===== config.mk =====
export PLATFORM = sky130hd
export DESIGN_NAME = dmem_arbiter_flat
export DESIGN_NICKNAME = d
export VERILOG_FILES = /design/src/rtl/dmem_arbiter_if.sv /design/src/rtl/dmem_arbiter.sv /design/src/flat_wrapper.sv
export SDC_FILE = /design/constraint.sdc
export NUM_CORES = 1
export LEC_CHECK = 0
export ABC_AREA = 1
export CAP_MARGIN = 10
export CELL_PAD_IN_SITES_DETAIL_PLACEMENT = 1
export CELL_PAD_IN_SITES_GLOBAL_PLACEMENT = 1
export CORE_MARGIN = 3
export CORE_UTILIZATION = 27
export CTS_CLUSTER_SIZE = 20
export DETAILED_ROUTE_END_ITERATION = 10
export GPL_ROUTABILITY_DRIVEN = 0
export PLACE_DENSITY = 0.94
export SYNTH_ARGS = -nofsm -noshare
export SYNTH_HDL_FRONTEND = slang
export SYNTH_SLANG_ARGS = --single-unit

===== constraint.sdc =====
create_clock -name clk -period 4.84 [get_ports clk]
set_input_delay 0.968 -clock clk [delete_from_list [all_inputs] [get_ports clk]]
set_output_delay 0.968 -clock clk [all_outputs]
set_load 0.01 [all_outputs]

===== src/rtl/dmem_arbiter_if.sv =====
// Bus bundle between the two data-memory requesters, the arbiter and the memory.
// The slave modport is the arbiter's view; the master modport is the requester/memory side.
interface dmem_arbiter_if #(
  parameter int DATA_W = 32
);
  logic              m0_req;
  logic              m0_we;
  logic [31:0]       m0_addr;
  logic [DATA_W-1:0] m0_wdata;
  logic              m0_gnt;
  logic              m0_rvalid;
  logic [DATA_W-1:0] m0_rdata;
  logic              m0_err;

  logic              m1_req;
  logic              m1_we;
  logic [31:0]       m1_addr;
  logic [DATA_W-1:0] m1_wdata;
  logic              m1_gnt;
  logic              m1_rvalid;
  logic [DATA_W-1:0] m1_rdata;
  logic              m1_err;

  logic              mem_read;
  logic              mem_write;
  logic [31:0]       mem_addr;
  logic [DATA_W-1:0] mem_wdata;
  logic [DATA_W-1:0] mem_rdata;

  modport slave (
    input  m0_req, m0_we, m0_addr, m0_wdata,
    output m0_gnt, m0_rvalid, m0_rdata, m0_err,
    input  m1_req, m1_we, m1_addr, m1_wdata,
    output m1_gnt, m1_rvalid, m1_rdata, m1_err,
    output mem_read, mem_write, mem_addr, mem_wdata,
    input  mem_rdata
  );

  modport master (
    output m0_req, m0_we, m0_addr, m0_wdata,
    input  m0_gnt, m0_rvalid, m0_rdata, m0_err,
    output m1_req, m1_we, m1_addr, m1_wdata,
    input  m1_gnt, m1_rvalid, m1_rdata, m1_err,
    input  mem_read, mem_write, mem_addr, mem_wdata,
    output mem_rdata
  );
endinterface


===== src/rtl/dmem_arbiter.sv =====
// Two-port arbiter for the single-ported data memory: IDLE -> ACCESS -> RESP per access.
// Define DMEM_ARB_RR_EN for round-robin; otherwise port 0 has priority with a starvation override.
module dmem_arbiter #(
  parameter int ADDR_W     = 6,
  parameter int DATA_W     = 32,
  parameter int STARVE_MAX = 4
) (
  input  logic          clk,
  input  logic          reset,
  dmem_arbiter_if.slave bus
);
  typedef enum logic [1:0] {
    IDLE   = 2'd0,
    ACCESS = 2'd1,
    RESP   = 2'd2
  } state_e;

  state_e            state_q, state_d;
  logic              owner_q, owner_d;
  logic              gnt_q, gnt_d;
  logic              we_q, we_d;
  logic [31:0]       addr_q, addr_d;
  logic [DATA_W-1:0] wdata_q, wdata_d;
  logic [DATA_W-1:0] rdata_q, rdata_d;
  logic              err_q, err_d;
  logic              win1;
  logic              in_range;
  logic              in_access;
  logic              in_resp;
  logic              arb_fire;

  function automatic logic addr_in_range(input logic [31:0] a);
    return (a >> ADDR_W) == 32'd0;
  endfunction

  assign in_range  = addr_in_range(addr_q);
  assign in_access = (state_q == ACCESS);
  assign in_resp   = (state_q == RESP);
  assign arb_fire  = (state_q == IDLE) && (bus.m0_req || bus.m1_req);

`ifdef DMEM_ARB_RR_EN
  logic last_q, last_d;

  // On contention the port that lost the previous arbitration wins.
  always_comb win1 = bus.m1_req & (~bus.m0_req | ~last_q);

  always_comb begin
    last_d = last_q;
    if (arb_fire) last_d = win1;
  end

  always_ff @(posedge clk or posedge reset) begin
    if (reset) last_q <= 1'b1;
    else       last_q <= last_d;
  end
`else
  localparam logic [3:0] STARVE_LIM = 4'(STARVE_MAX);
  logic [3:0] starve_q, starve_d;

  always_comb win1 = bus.m1_req & (~bus.m0_req | (starve_q == STARVE_LIM));

  // Counts port-0 wins over a waiting port 1; any IDLE cycle without m1_req clears it.
  always_comb begin
    starve_d = starve_q;
    if (state_q == IDLE) begin
      if (!bus.m1_req || win1)
        starve_d = '0;
      else if (bus.m0_req && (starve_q != STARVE_LIM))
        starve_d = starve_q + 4'd1;
    end
  end

  always_ff @(posedge clk or posedge reset) begin
    if (reset) starve_q <= '0;
    else       starve_q <= starve_d;
  end
`endif

  always_comb begin
    state_d = state_q;
    owner_d = owner_q;
    gnt_d   = 1'b0;
    we_d    = we_q;
    addr_d  = addr_q;
    wdata_d = wdata_q;
    rdata_d = rdata_q;
    err_d   = err_q;
    case (state_q)
      IDLE: begin
        if (arb_fire) begin
          owner_d = win1;
          we_d    = win1 ? bus.m1_we    : bus.m0_we;
          addr_d  = win1 ? bus.m1_addr  : bus.m0_addr;
          wdata_d = win1 ? bus.m1_wdata : bus.m0_wdata;
          gnt_d   = 1'b1;
          state_d = ACCESS;
        end
      end
      ACCESS: begin
        // Memory read is combinational, so data is captured on the edge closing ACCESS.
        rdata_d = (~we_q & in_range) ? bus.mem_rdata : '0;
        err_d   = ~in_range;
        state_d = RESP;
      end
      RESP:    state_d = IDLE;
      default: state_d = IDLE;
    endcase
  end

  always_ff @(posedge clk or posedge reset) begin
    if (reset) begin
      state_q <= IDLE;
      owner_q <= 1'b0;
      gnt_q   <= 1'b0;
      we_q    <= 1'b0;
      addr_q  <= '0;
      wdata_q <= '0;
      rdata_q <= '0;
      err_q   <= 1'b0;
    end else begin
      state_q <= state_d;
      owner_q <= owner_d;
      gnt_q   <= gnt_d;
      we_q    <= we_d;
      addr_q  <= addr_d;
      wdata_q <= wdata_d;
      rdata_q <= rdata_d;
      err_q   <= err_d;
    end
  end

  assign bus.mem_read  = in_access & ~we_q & in_range;
  assign bus.mem_write = in_access & we_q & in_range;
  assign bus.mem_addr  = in_access ? addr_q  : '0;
  assign bus.mem_wdata = in_access ? wdata_q : '0;

  assign bus.m0_gnt    = gnt_q & ~owner_q;
  assign bus.m1_gnt    = gnt_q & owner_q;
  assign bus.m0_rvalid = in_resp & ~owner_q;
  assign bus.m1_rvalid = in_resp & owner_q;
  assign bus.m0_rdata  = (in_resp & ~owner_q) ? rdata_q : '0;
  assign bus.m1_rdata  = (in_resp & owner_q)  ? rdata_q : '0;
  assign bus.m0_err    = in_resp & ~owner_q & err_q;
  assign bus.m1_err    = in_resp & owner_q & err_q;
endmodule


===== src/flat_wrapper.sv =====
// flat-port wrapper written by rule: the top's interface ports become plain ports
module dmem_arbiter_flat 
#(
  parameter int ADDR_W     = 6,
  parameter int DATA_W     = 32,
  parameter int STARVE_MAX = 4
)
  (clk, reset, bus_m0_req, bus_m0_we, bus_m0_addr, bus_m0_wdata, bus_m0_gnt, bus_m0_rvalid, bus_m0_rdata, bus_m0_err, bus_m1_req, bus_m1_we, bus_m1_addr, bus_m1_wdata, bus_m1_gnt, bus_m1_rvalid, bus_m1_rdata, bus_m1_err, bus_mem_read, bus_mem_write, bus_mem_addr, bus_mem_wdata, bus_mem_rdata);
  dmem_arbiter_if #(.DATA_W(DATA_W)) bus_i ();
  input  logic clk;
  input  logic reset;
  input wire logic [$bits(bus_i.m0_req)-1:0] bus_m0_req;
  input wire logic [$bits(bus_i.m0_we)-1:0] bus_m0_we;
  input wire logic [$bits(bus_i.m0_addr)-1:0] bus_m0_addr;
  input wire logic [$bits(bus_i.m0_wdata)-1:0] bus_m0_wdata;
  output wire logic [$bits(bus_i.m0_gnt)-1:0] bus_m0_gnt;
  output wire logic [$bits(bus_i.m0_rvalid)-1:0] bus_m0_rvalid;
  output wire logic [$bits(bus_i.m0_rdata)-1:0] bus_m0_rdata;
  output wire logic [$bits(bus_i.m0_err)-1:0] bus_m0_err;
  input wire logic [$bits(bus_i.m1_req)-1:0] bus_m1_req;
  input wire logic [$bits(bus_i.m1_we)-1:0] bus_m1_we;
  input wire logic [$bits(bus_i.m1_addr)-1:0] bus_m1_addr;
  input wire logic [$bits(bus_i.m1_wdata)-1:0] bus_m1_wdata;
  output wire logic [$bits(bus_i.m1_gnt)-1:0] bus_m1_gnt;
  output wire logic [$bits(bus_i.m1_rvalid)-1:0] bus_m1_rvalid;
  output wire logic [$bits(bus_i.m1_rdata)-1:0] bus_m1_rdata;
  output wire logic [$bits(bus_i.m1_err)-1:0] bus_m1_err;
  output wire logic [$bits(bus_i.mem_read)-1:0] bus_mem_read;
  output wire logic [$bits(bus_i.mem_write)-1:0] bus_mem_write;
  output wire logic [$bits(bus_i.mem_addr)-1:0] bus_mem_addr;
  output wire logic [$bits(bus_i.mem_wdata)-1:0] bus_mem_wdata;
  input wire logic [$bits(bus_i.mem_rdata)-1:0] bus_mem_rdata;
  assign bus_i.m0_req = bus_m0_req;
  assign bus_i.m0_we = bus_m0_we;
  assign bus_i.m0_addr = bus_m0_addr;
  assign bus_i.m0_wdata = bus_m0_wdata;
  assign bus_m0_gnt = bus_i.m0_gnt;
  assign bus_m0_rvalid = bus_i.m0_rvalid;
  assign bus_m0_rdata = bus_i.m0_rdata;
  assign bus_m0_err = bus_i.m0_err;
  assign bus_i.m1_req = bus_m1_req;
  assign bus_i.m1_we = bus_m1_we;
  assign bus_i.m1_addr = bus_m1_addr;
  assign bus_i.m1_wdata = bus_m1_wdata;
  assign bus_m1_gnt = bus_i.m1_gnt;
  assign bus_m1_rvalid = bus_i.m1_rvalid;
  assign bus_m1_rdata = bus_i.m1_rdata;
  assign bus_m1_err = bus_i.m1_err;
  assign bus_mem_read = bus_i.mem_read;
  assign bus_mem_write = bus_i.mem_write;
  assign bus_mem_addr = bus_i.mem_addr;
  assign bus_mem_wdata = bus_i.mem_wdata;
  assign bus_i.mem_rdata = bus_mem_rdata;
  dmem_arbiter #(.ADDR_W(ADDR_W), .DATA_W(DATA_W), .STARVE_MAX(STARVE_MAX)) u_core (.clk(clk), .reset(reset), .bus(bus_i));
endmodule

==> report_table.html, run 1 <==
<table>
<tr><th>Metric</th><th>Value</th></tr>
<tr><th colspan="2">Global routing</th></tr>
<tr><td>Vias in the first global route</td><td>7059</td></tr>
<tr><td>Overall overflow remaining after global route</td><td>0</td></tr>
<tr><td>Wire length of the first global-routing pass</td><td>37490 µm</td></tr>
<tr><td>Initial antenna violation count</td><td>1</td></tr>
<tr><td>Largest net degree at the start of global routing</td><td>68</td></tr>
<tr><td>Total track usage</td><td>19.86%</td></tr>
<tr><th colspan="2">Placement</th></tr>
<tr><td>Number of instances in the placed design</td><td>1348</td></tr>
<tr><td>Input/output buffers</td><td>301</td></tr>
<tr><td>DPL Wire Length</td><td>17310 µm</td></tr>
<tr><td>Cell Area, Placed</td><td>8934 µm²</td></tr>
<tr><td>Setup Slack @ Placement</td><td>1.393 ns</td></tr>
<tr><th colspan="2">Worst setup path</th></tr>
<tr><td>Crit path required time</td><td>3.87 ns</td></tr>
<tr><td>Nature of the critical path endpoint</td><td>primary output</td></tr>
<tr><td>Number of cells on the worst reg-to-reg path</td><td>8</td></tr>
<tr><td>Number of cells on the critical path</td><td>6</td></tr>
<tr><td>WP data arrival</td><td>2.80 ns</td></tr>
<tr><td>Max incr delay on CP</td><td>0.59 ns</td></tr>
<tr><td>CP max stage cell</td><td>clkinv_2</td></tr>
<tr><td>Kind of cell with the highest combined delay on the critical path</td><td>buffers and inverters</td></tr>
<tr><td>Critical-path maximum fanout</td><td>45</td></tr>
<tr><td>Critical Path Start Type</td><td>register</td></tr>
<tr><td>Critical path type</td><td>reg -&gt; out</td></tr>
<tr><td>Buffers and inverters on the worst path</td><td>4</td></tr>
<tr><td>Cell-by-cell listing of the critical path</td><td>inv_1 -&gt; nor2_2 -&gt; clkinv_2 -&gt; buf_4 -&gt; nor2_1 -&gt; clkdlybuf4s50_1</td></tr>
<tr><th colspan="2">Worst hold path</th></tr>
<tr><td>Class of the most critical hold timing path</td><td>reg -&gt; reg</td></tr>
<tr><td>Number of stages on the worst hold path</td><td>2</td></tr>
<tr><th colspan="2">STA</th></tr>
<tr><td>RSZ-0062 raised after global routing</td><td>false</td></tr>
<tr><td>Final worst-path cycle share</td><td>77.92%</td></tr>
<tr><td>Achievable clock frequency</td><td>265.2 MHz</td></tr>
<tr><td>Slew Viols, Final</td><td>0</td></tr>
<tr><td>Hold slack</td><td>0.4813 ns</td></tr>
<tr><td>Hold Fails Final Rpt</td><td>0</td></tr>
<tr><td>Least setup slack across all paths after layout</td><td>1.069 ns</td></tr>
<tr><td>Total setup violations reported at the end of the flow</td><td>0</td></tr>
<tr><td>Setup TNS Final</td><td>0 ns</td></tr>
<tr><td>Worst-case clock skew</td><td>0.01578 ns</td></tr>
<tr><td>Min cycle time layout</td><td>3.771 ns</td></tr>
<tr><td>Remaining max-slew budget at the tightest pin</td><td>26.53%</td></tr>
<tr><td>Slew of the pin with the lowest slew margin</td><td>1.101 ns</td></tr>
<tr><th colspan="2">Die</th></tr>
<tr><td>Boundary Pins</td><td>302</td></tr>
<tr><td>Area of the placeable core</td><td>20560 µm²</td></tr>
<tr><td>Die width</td><td>151.9 µm</td></tr>
<tr><td>Effective utilization at floorplan</td><td>27.95%</td></tr>
<tr><td>Die height</td><td>151.9 µm</td></tr>
<tr><td>Area of the die</td><td>23070 µm²</td></tr>
<tr><td>Site row count</td><td>52</td></tr>
<tr><th colspan="2">Final layout</th></tr>
<tr><td>Commonest non-fill, non-tap cell in the layout</td><td>clkdlybuf4s50_1</td></tr>
<tr><td>Final Net Count</td><td>1257</td></tr>
<tr><td>Most frequent cells in the layout</td><td>clkdlybuf4s50_1 (300), nor2_1 (213), a21oi_1 (132)</td></tr>
<tr><td>Share of cells above drive strength 1</td><td>3.656%</td></tr>
<tr><td>Finished Layout Cells</td><td>1365</td></tr>
<tr><td>Area overhead of the layout relative to synthesis</td><td>61.24%</td></tr>
<tr><td>Design Area, Final</td><td>9264 µm²</td></tr>
<tr><th colspan="2">Power and ir drop</th></tr>
<tr><td>Switching part of the total power</td><td>40.40%</td></tr>
<tr><td>Power dissipated by switching net loads</td><td>1.716 mW</td></tr>
<tr><td>Share of power burned in the clock network</td><td>19.5%</td></tr>
<tr><td>Internal power contribution</td><td>2.532 mW</td></tr>
<tr><td>Leak pwr</td><td>4.046 nW</td></tr>
<tr><td>Power share of the combinational group</td><td>47.6%</td></tr>
<tr><td>Proportion of power drawn by flip-flops and latches</td><td>32.9%</td></tr>
<tr><td>Total power divided by cell area</td><td>458.6 nW/µm²</td></tr>
<tr><td>Peak supply drop</td><td>0.2049 mV</td></tr>
<tr><th colspan="2">Drt</th></tr>
<tr><td>Via/cell ratio</td><td>4.760</td></tr>
<tr><td>DRC Markers</td><td>0</td></tr>
<tr><td>Length of the first detailed-routing pass in iterations</td><td>5</td></tr>
<tr><td>Routed len/inst</td><td>17.14 µm</td></tr>
<tr><td>Total via count in the routed design</td><td>6497</td></tr>
<tr><td>Remaining antenna violation count after routing</td><td>0</td></tr>
<tr><td>WL final</td><td>23400 µm</td></tr>
<tr><td>Drt first-iter violations</td><td>249</td></tr>
<tr><th colspan="2">Run status</th></tr>
<tr><td>Result of the run</td><td>finished, final reports clean</td></tr>
<tr><th colspan="2">CTS</th></tr>
<tr><td>Root buffer cell</td><td>clkbuf_16</td></tr>
<tr><td>Buffers inserted during post-CTS setup optimization</td><td>0</td></tr>
<tr><td>Hold-fix buffers at CTS</td><td>0</td></tr>
<tr><td>Clock Latency Late Sink</td><td>0.35 ns</td></tr>
<tr><td>CTS tree</td><td>built</td></tr>
<tr><td>Number of sinks driven by the clock tree</td><td>106</td></tr>
<tr><td>Maximum buffer depth of the clock tree</td><td>2</td></tr>
<tr><td>TritonCTS Buffers</td><td>9</td></tr>
<tr><td>Clock transition at the registers of the reported paths</td><td>0.07 ns</td></tr>
<tr><td>Total of cells resized after clock tree synthesis</td><td>0</td></tr>
<tr><td>Total number of H-tree levels</td><td>3</td></tr>
<tr><th colspan="2">Synthesis</th></tr>
<tr><td>Post-synth design cell area</td><td>5746 µm²</td></tr>
<tr><td>Cell taking the most area after synthesis</td><td>dfrtp_1</td></tr>
<tr><td>Syn Area/Cell</td><td>6.998 µm²</td></tr>
<tr><td>Flop and latch count out of synthesis</td><td>106</td></tr>
<tr><td>Synthesized Nets</td><td>989</td></tr>
<tr><td>Sequential-to-total area share from yosys stat</td><td>46.17%</td></tr>
<tr><td>Dominant cells by area after synthesis</td><td>dfrtp_1 (46%), nor2_1 (14%), a21oi_1 (11%)</td></tr>
<tr><td>Total number of yosys warnings</td><td>0</td></tr>
<tr><td>Number of standard cells after synthesis</td><td>821</td></tr>
<tr><td>Portion of synthesized cell area occupied by the leading cell type</td><td>46.17%</td></tr>
<tr><td>Count of distinct cell types in the synthesized netlist</td><td>22</td></tr>
<tr><th colspan="2">Run</th></tr>
<tr><td>Max capacitance violation total</td><td>0</td></tr>
</table>
## final cells by class
class                      count  area [µm²]
clock buffer                  11       242.7
multi-input combinational    546        2414
sequential                   106        2653
inverter                     112       424.2
tap                          270       337.8
fill                        2535       11300
antenna                        1       2.502
timing repair buffer         314        3105
clock inverter                 5       85.08
## synth_stat cells
cell type  number
nor3b_1         1
xnor2_1         1
buf_4           1
ha_1            2
inv_1         109
a21oi_1       132
buf_6           1
buf_2          31
nor3_1          2
clkbuf_1       19
nand2_1        84
nor2_1        213
xor2_1          1
o21ai_0         3
nand4_1         1
nor2_4          3
nor2_2          2
dfrtp_1       106
inv_2           3
o21ai_1         1
nand3_1       100
buf_1           5
## power groups by stage
stage | Combinational (mW) | Clock (mW) | Sequential (mW)
2_1_floorplan | 1.12 | 0 | 1.35
3_3_place_gp | 1.97 | 0 | 1.39
3_5_place_dp | 2.05 | 0 | 1.42
4_1_cts | 2.06 | 0.858 | 1.40
5_1_grt | 2.25 | 0.899 | 1.44
6_report | 2.02 | 0.827 | 1.40
## registers in the layout, summed over array words and instances (netlist names)
| register | cells |
|---|---|
| u_core.rdata_q | 32 |
| u_core.err_q | 1 |
| u_core.owner_q | 1 |
| u_core.we_q | 1 |
| u_core.state_q | 2 |
| u_core.wdata_q | 32 |
| u_core.starve_q | 4 |
| u_core.addr_q | 32 |
| u_core.gnt_q | 1 |
## layer usage
layer | GRT usage, % | share of wire, % | up-vias
met5 | 0 | 0 | -
li1 | - | - | 3095
met4 | 8.305 | 3.6 | 0
met3 | 3.754 | 5.6 | 43
met2 | 34.82 | 49 | 236
met1 | 23.91 | 42 | 3123
## path summary, 6_finish.rpt
kind,endpoint,slack (ns),from
max,bus_mem_addr[16],1.07,u_core.state_q[0]
min,u_core.rdata_q[3],0.48,u_core.rdata_q[3]
max reg2reg,u_core.addr_q[4],2.45,u_core.starve_q[0]
min reg2reg,u_core.rdata_q[3],0.48,u_core.rdata_q[3]
max in group asynchronous,u_core.rdata_q[17],2.85,reset
min in group asynchronous,u_core.rdata_q[23],1.05,reset
## through the flow
step | util, % | total power [mW]
floorplan | - | 2.469
global placement | 43.45 | 3.366
detailed placement | 43.45 | 3.470
CTS | 45.05 | 4.320
global route | 45.06 | 4.593
finish | 45.06 | 4.248
## logic make-up (layout without fill, tap and decap cells)
group / Yosys count / count (layout) / synth area share [%]
other cells: 0 / 1 / 0
flops: 106 / 106 / 46.17
xor+xnor: 2 / 2 / 0.3049
simple gates: 406 / 406 / 29.33
compound gates: 136 / 136 / 11.85
buf+inv: 169 / 442 / 11.91
fa+ha+maj: 2 / 2 / 0.4355
## tightest hold or removal path, cell delays in order, from the launching register on
cell     delay, ns
dfrtp_1       0.35
nand2_1       0.05
nand2_1       0.05
Note: power is estimated with default switching activity, not from simulation.
==> run 2, diff against run 1 <==
Clock period 4.84 ns to 3.95 ns, I/O delays scaled along.
==> report_table.html, run 2 (synthesized netlist as in run 1, its figures left out) <==
<table>
<tr><th>Metric</th><th>Value</th></tr>
<tr><th colspan="2">Run status</th></tr>
<tr><td>Result of the run</td><td>finished, final reports clean</td></tr>
<tr><th colspan="2">Power and ir drop</th></tr>
<tr><td>Power share of the combinational group</td><td>47.7% (about the same)</td></tr>
<tr><td>Proportion of power drawn by flip-flops and latches</td><td>32.8% (about the same)</td></tr>
<tr><td>Share of power burned in the clock network</td><td>19.5% (about the same)</td></tr>
<tr><td>Power dissipated by switching net loads</td><td>2.121 mW (+24%)</td></tr>
<tr><td>Peak supply drop</td><td>0.3463 mV (+69%)</td></tr>
<tr><td>Leak pwr</td><td>4.049 nW (about the same)</td></tr>
<tr><td>Total power divided by cell area</td><td>563.6 nW/µm² (+23%)</td></tr>
<tr><td>Final Total Pwr</td><td>5.228 mW (+23%)</td></tr>
<tr><td>Switching part of the total power</td><td>40.57% (+0.17 points)</td></tr>
<tr><td>Internal power contribution</td><td>3.107 mW (+23%)</td></tr>
<tr><th colspan="2">Worst setup path</th></tr>
<tr><td>Number of cells on the worst reg-to-reg path</td><td>7 (-1)</td></tr>
<tr><td>Critical Path Start Type</td><td>register</td></tr>
<tr><td>Crit path required time</td><td>3.16 ns (-0.71 ns)</td></tr>
<tr><td>Nature of the critical path endpoint</td><td>primary output</td></tr>
<tr><td>WP data arrival</td><td>2.82 ns (+0.02 ns)</td></tr>
<tr><td>Critical-path maximum fanout</td><td>42 (-6.7%)</td></tr>
<tr><td>Critical path type</td><td>reg -&gt; out</td></tr>
<tr><th colspan="2">Final layout</th></tr>
<tr><td>Final Net Count</td><td>1257 (unchanged)</td></tr>
<tr><td>Commonest non-fill, non-tap cell in the layout</td><td>clkdlybuf4s50_1</td></tr>
<tr><td>Final standard cell utilization of the core</td><td>45.12% (+0.061 points)</td></tr>
<tr><td>Number of fillers in the final layout</td><td>2518 (-0.67%)</td></tr>
<tr><td>Seq. cell area</td><td>2653 µm² (unchanged)</td></tr>
<tr><td>Most frequent cells in the layout</td><td>clkdlybuf4s50_1 (300), nor2_1 (213), a21oi_1 (132)</td></tr>
<tr><td>Share of cells above drive strength 1</td><td>3.748% (+0.091 points)</td></tr>
<tr><td>Top Registers</td><td>u_core.addr_q (32), u_core.rdata_q (32), u_core.wdata_q (32)</td></tr>
<tr><td>Area overhead of the layout relative to synthesis</td><td>61.45%</td></tr>
<tr><td>Multi-input logic area</td><td>2414 µm² (unchanged)</td></tr>
<tr><th colspan="2">Drt</th></tr>
<tr><td>Routed len/inst</td><td>17.47 µm (+1.9%)</td></tr>
<tr><td>Drt first-iter violations</td><td>253 (+1.6%)</td></tr>
<tr><td>Via/cell ratio</td><td>4.781 (+0.45%)</td></tr>
<tr><td>Remaining antenna violation count after routing</td><td>0 (unchanged)</td></tr>
<tr><td>Total via count in the routed design</td><td>6526 (+0.45%)</td></tr>
<tr><td>Length of the first detailed-routing pass in iterations</td><td>4 (-1)</td></tr>
<tr><td>DRC Markers</td><td>0 (unchanged)</td></tr>
<tr><td>WL final</td><td>23850 µm (+1.9%)</td></tr>
<tr><th colspan="2">CTS</th></tr>
<tr><td>Maximum buffer depth of the clock tree</td><td>2 (unchanged)</td></tr>
<tr><td>CTS tree</td><td>built</td></tr>
<tr><td>Number of sinks driven by the clock tree</td><td>106 (unchanged)</td></tr>
<tr><td>Clock Latency Late Sink</td><td>0.35 ns (about the same)</td></tr>
<tr><td>Total number of H-tree levels</td><td>3 (unchanged)</td></tr>
<tr><td>Root buffer cell</td><td>clkbuf_16</td></tr>
<tr><td>TritonCTS Buffers</td><td>9 (unchanged)</td></tr>
<tr><td>Clock transition at the registers of the reported paths</td><td>0.07 ns (about the same)</td></tr>
<tr><td>Buffers inserted during post-CTS setup optimization</td><td>0 (unchanged)</td></tr>
<tr><td>Hold-fix buffers at CTS</td><td>0 (unchanged)</td></tr>
<tr><td>Total of cells resized after clock tree synthesis</td><td>0 (unchanged)</td></tr>
<tr><th colspan="2">STA</th></tr>
<tr><td>Slew Viols, Final</td><td>0 (unchanged)</td></tr>
<tr><td>Worst-case clock skew</td><td>0.01200 ns (-0.003778 ns)</td></tr>
<tr><td>Hold Fails Final Rpt</td><td>0 (unchanged)</td></tr>
<tr><td>RSZ-0062 raised after global routing</td><td>false</td></tr>
<tr><td>Total setup violations reported at the end of the flow</td><td>0 (unchanged)</td></tr>
<tr><td>Slew of the pin with the lowest slew margin</td><td>1.095 ns (-0.005798 ns)</td></tr>
<tr><td>Remaining max-slew budget at the tightest pin</td><td>26.91% (+0.39 points)</td></tr>
<tr><td>Min cycle time layout</td><td>3.606 ns</td></tr>
<tr><td>Setup TNS Final</td><td>0 ns (unchanged)</td></tr>
<tr><td>Achievable clock frequency</td><td>277.3 MHz</td></tr>
<tr><td>Final worst-path cycle share</td><td>91.29%</td></tr>
<tr><th colspan="2">Global routing</th></tr>
<tr><td>Vias in the first global route</td><td>6909 (-2.1%)</td></tr>
<tr><td>Overall overflow remaining after global route</td><td>0 (unchanged)</td></tr>
<tr><td>Largest net degree at the start of global routing</td><td>67 (-1.5%)</td></tr>
<tr><td>Initial antenna violation count</td><td>1 (unchanged)</td></tr>
<tr><td>Total track usage</td><td>20.02% (+0.16 points)</td></tr>
<tr><td>Wire length of the first global-routing pass</td><td>37470 µm (about the same)</td></tr>
<tr><th colspan="2">Die</th></tr>
<tr><td>Area of the placeable core</td><td>20560 µm² (unchanged)</td></tr>
<tr><td>Boundary Pins</td><td>302 (unchanged)</td></tr>
<tr><td>Area of the die</td><td>23070 µm² (unchanged)</td></tr>
<tr><td>Effective utilization at floorplan</td><td>27.95% (unchanged)</td></tr>
<tr><td>Die width</td><td>151.9 µm (unchanged)</td></tr>
<tr><td>Site row count</td><td>52 (unchanged)</td></tr>
<tr><td>Die height</td><td>151.9 µm (unchanged)</td></tr>
<tr><th colspan="2">Worst hold path</th></tr>
<tr><td>Class of the most critical hold timing path</td><td>reg -&gt; reg</td></tr>
<tr><td>Number of stages on the worst hold path</td><td>2 (unchanged)</td></tr>
<tr><th colspan="2">Run</th></tr>
<tr><td>Max capacitance violation total</td><td>0 (unchanged)</td></tr>
<tr><th colspan="2">Placement</th></tr>
<tr><td>Input/output buffers</td><td>301 (unchanged)</td></tr>
<tr><td>DPL Wire Length</td><td>17250 µm (-0.37%)</td></tr>
</table>
==> run 2: layout make-up <==
type | instances | area share [%]
multi-input cells | 546 | 26.02
clock inverters | 6 | 0.9576
clock buffers | 10 | 2.576
inverters | 112 | 4.572
well taps | 270 | 3.642
flip-flops and latches | 106 | 28.59
repair buffers | 314 | 33.61
diodes | 1 | 0.02698
==> run 2: power by group through the flow <==
stage               combinational [mW]  clock [mW]  sequential [mW]
floorplan                         1.37           0             1.65
global placement                  2.42           0             1.70
detailed placement                2.52           0             1.73
CTS                               2.53        1.06             1.71
global route                      2.77        1.09             1.76
finish                            2.49        1.02             1.71
==> run 2: per-stage QoR <==
stage	setup slack, ns	cell area, µm²	hold slack (ns)	cells
4_1_cts	0.3107	9274	0.4859	1364
2_1_floorplan	0.3711	5746	0.4491	821
6_report	0.3439	9276	0.4806	1365
5_1_grt	0.1736	9276	0.5084	1365
3_5_place_dp	0.6988	8946	0.4653	1348
3_3_place_gp	0.8295	8946	0.4621	1348
==> run 2: path summary, 6_finish.rpt <==
path                                      end  slack, ns                from
max reg2reg                 u_core.rdata_q[4]       1.66   u_core.state_q[0]
max                           bus_mem_addr[4]       0.34   u_core.state_q[0]
max in group asynchronous  u_core.wdata_q[24]       2.20               reset
min reg2reg                u_core.rdata_q[12]       0.48  u_core.rdata_q[12]
min in group asynchronous    u_core.addr_q[5]       0.98               reset
min                        u_core.rdata_q[12]       0.48  u_core.rdata_q[12]
==> run 2: routing by layer <==
| metal | wire length (µm) | share of wire (%) | up-vias | global-route usage, % |
|---|---|---|---|---|
| li1 | - | - | 3092 | - |
| met1 | 9993 | 42 | 3158 | 24.07 |
| met2 | 11680 | 49 | 237 | 35.08 |
| met3 | 1375 | 5.8 | 39 | 4.181 |
| met4 | 801 | 3.4 | 0 | 7.877 |
| met5 | 0 | 0 | - | 0 |
==> run 2: critical path, cell delays in order (launching register included) <==
cell and delay, ns:
dfrtp_1 0.43, inv_1 0.10, nor2_2 0.17, clkinv_2 0.62, buf_4 0.48, nor2_1 0.13
clkdlybuf4s50_1 0.54
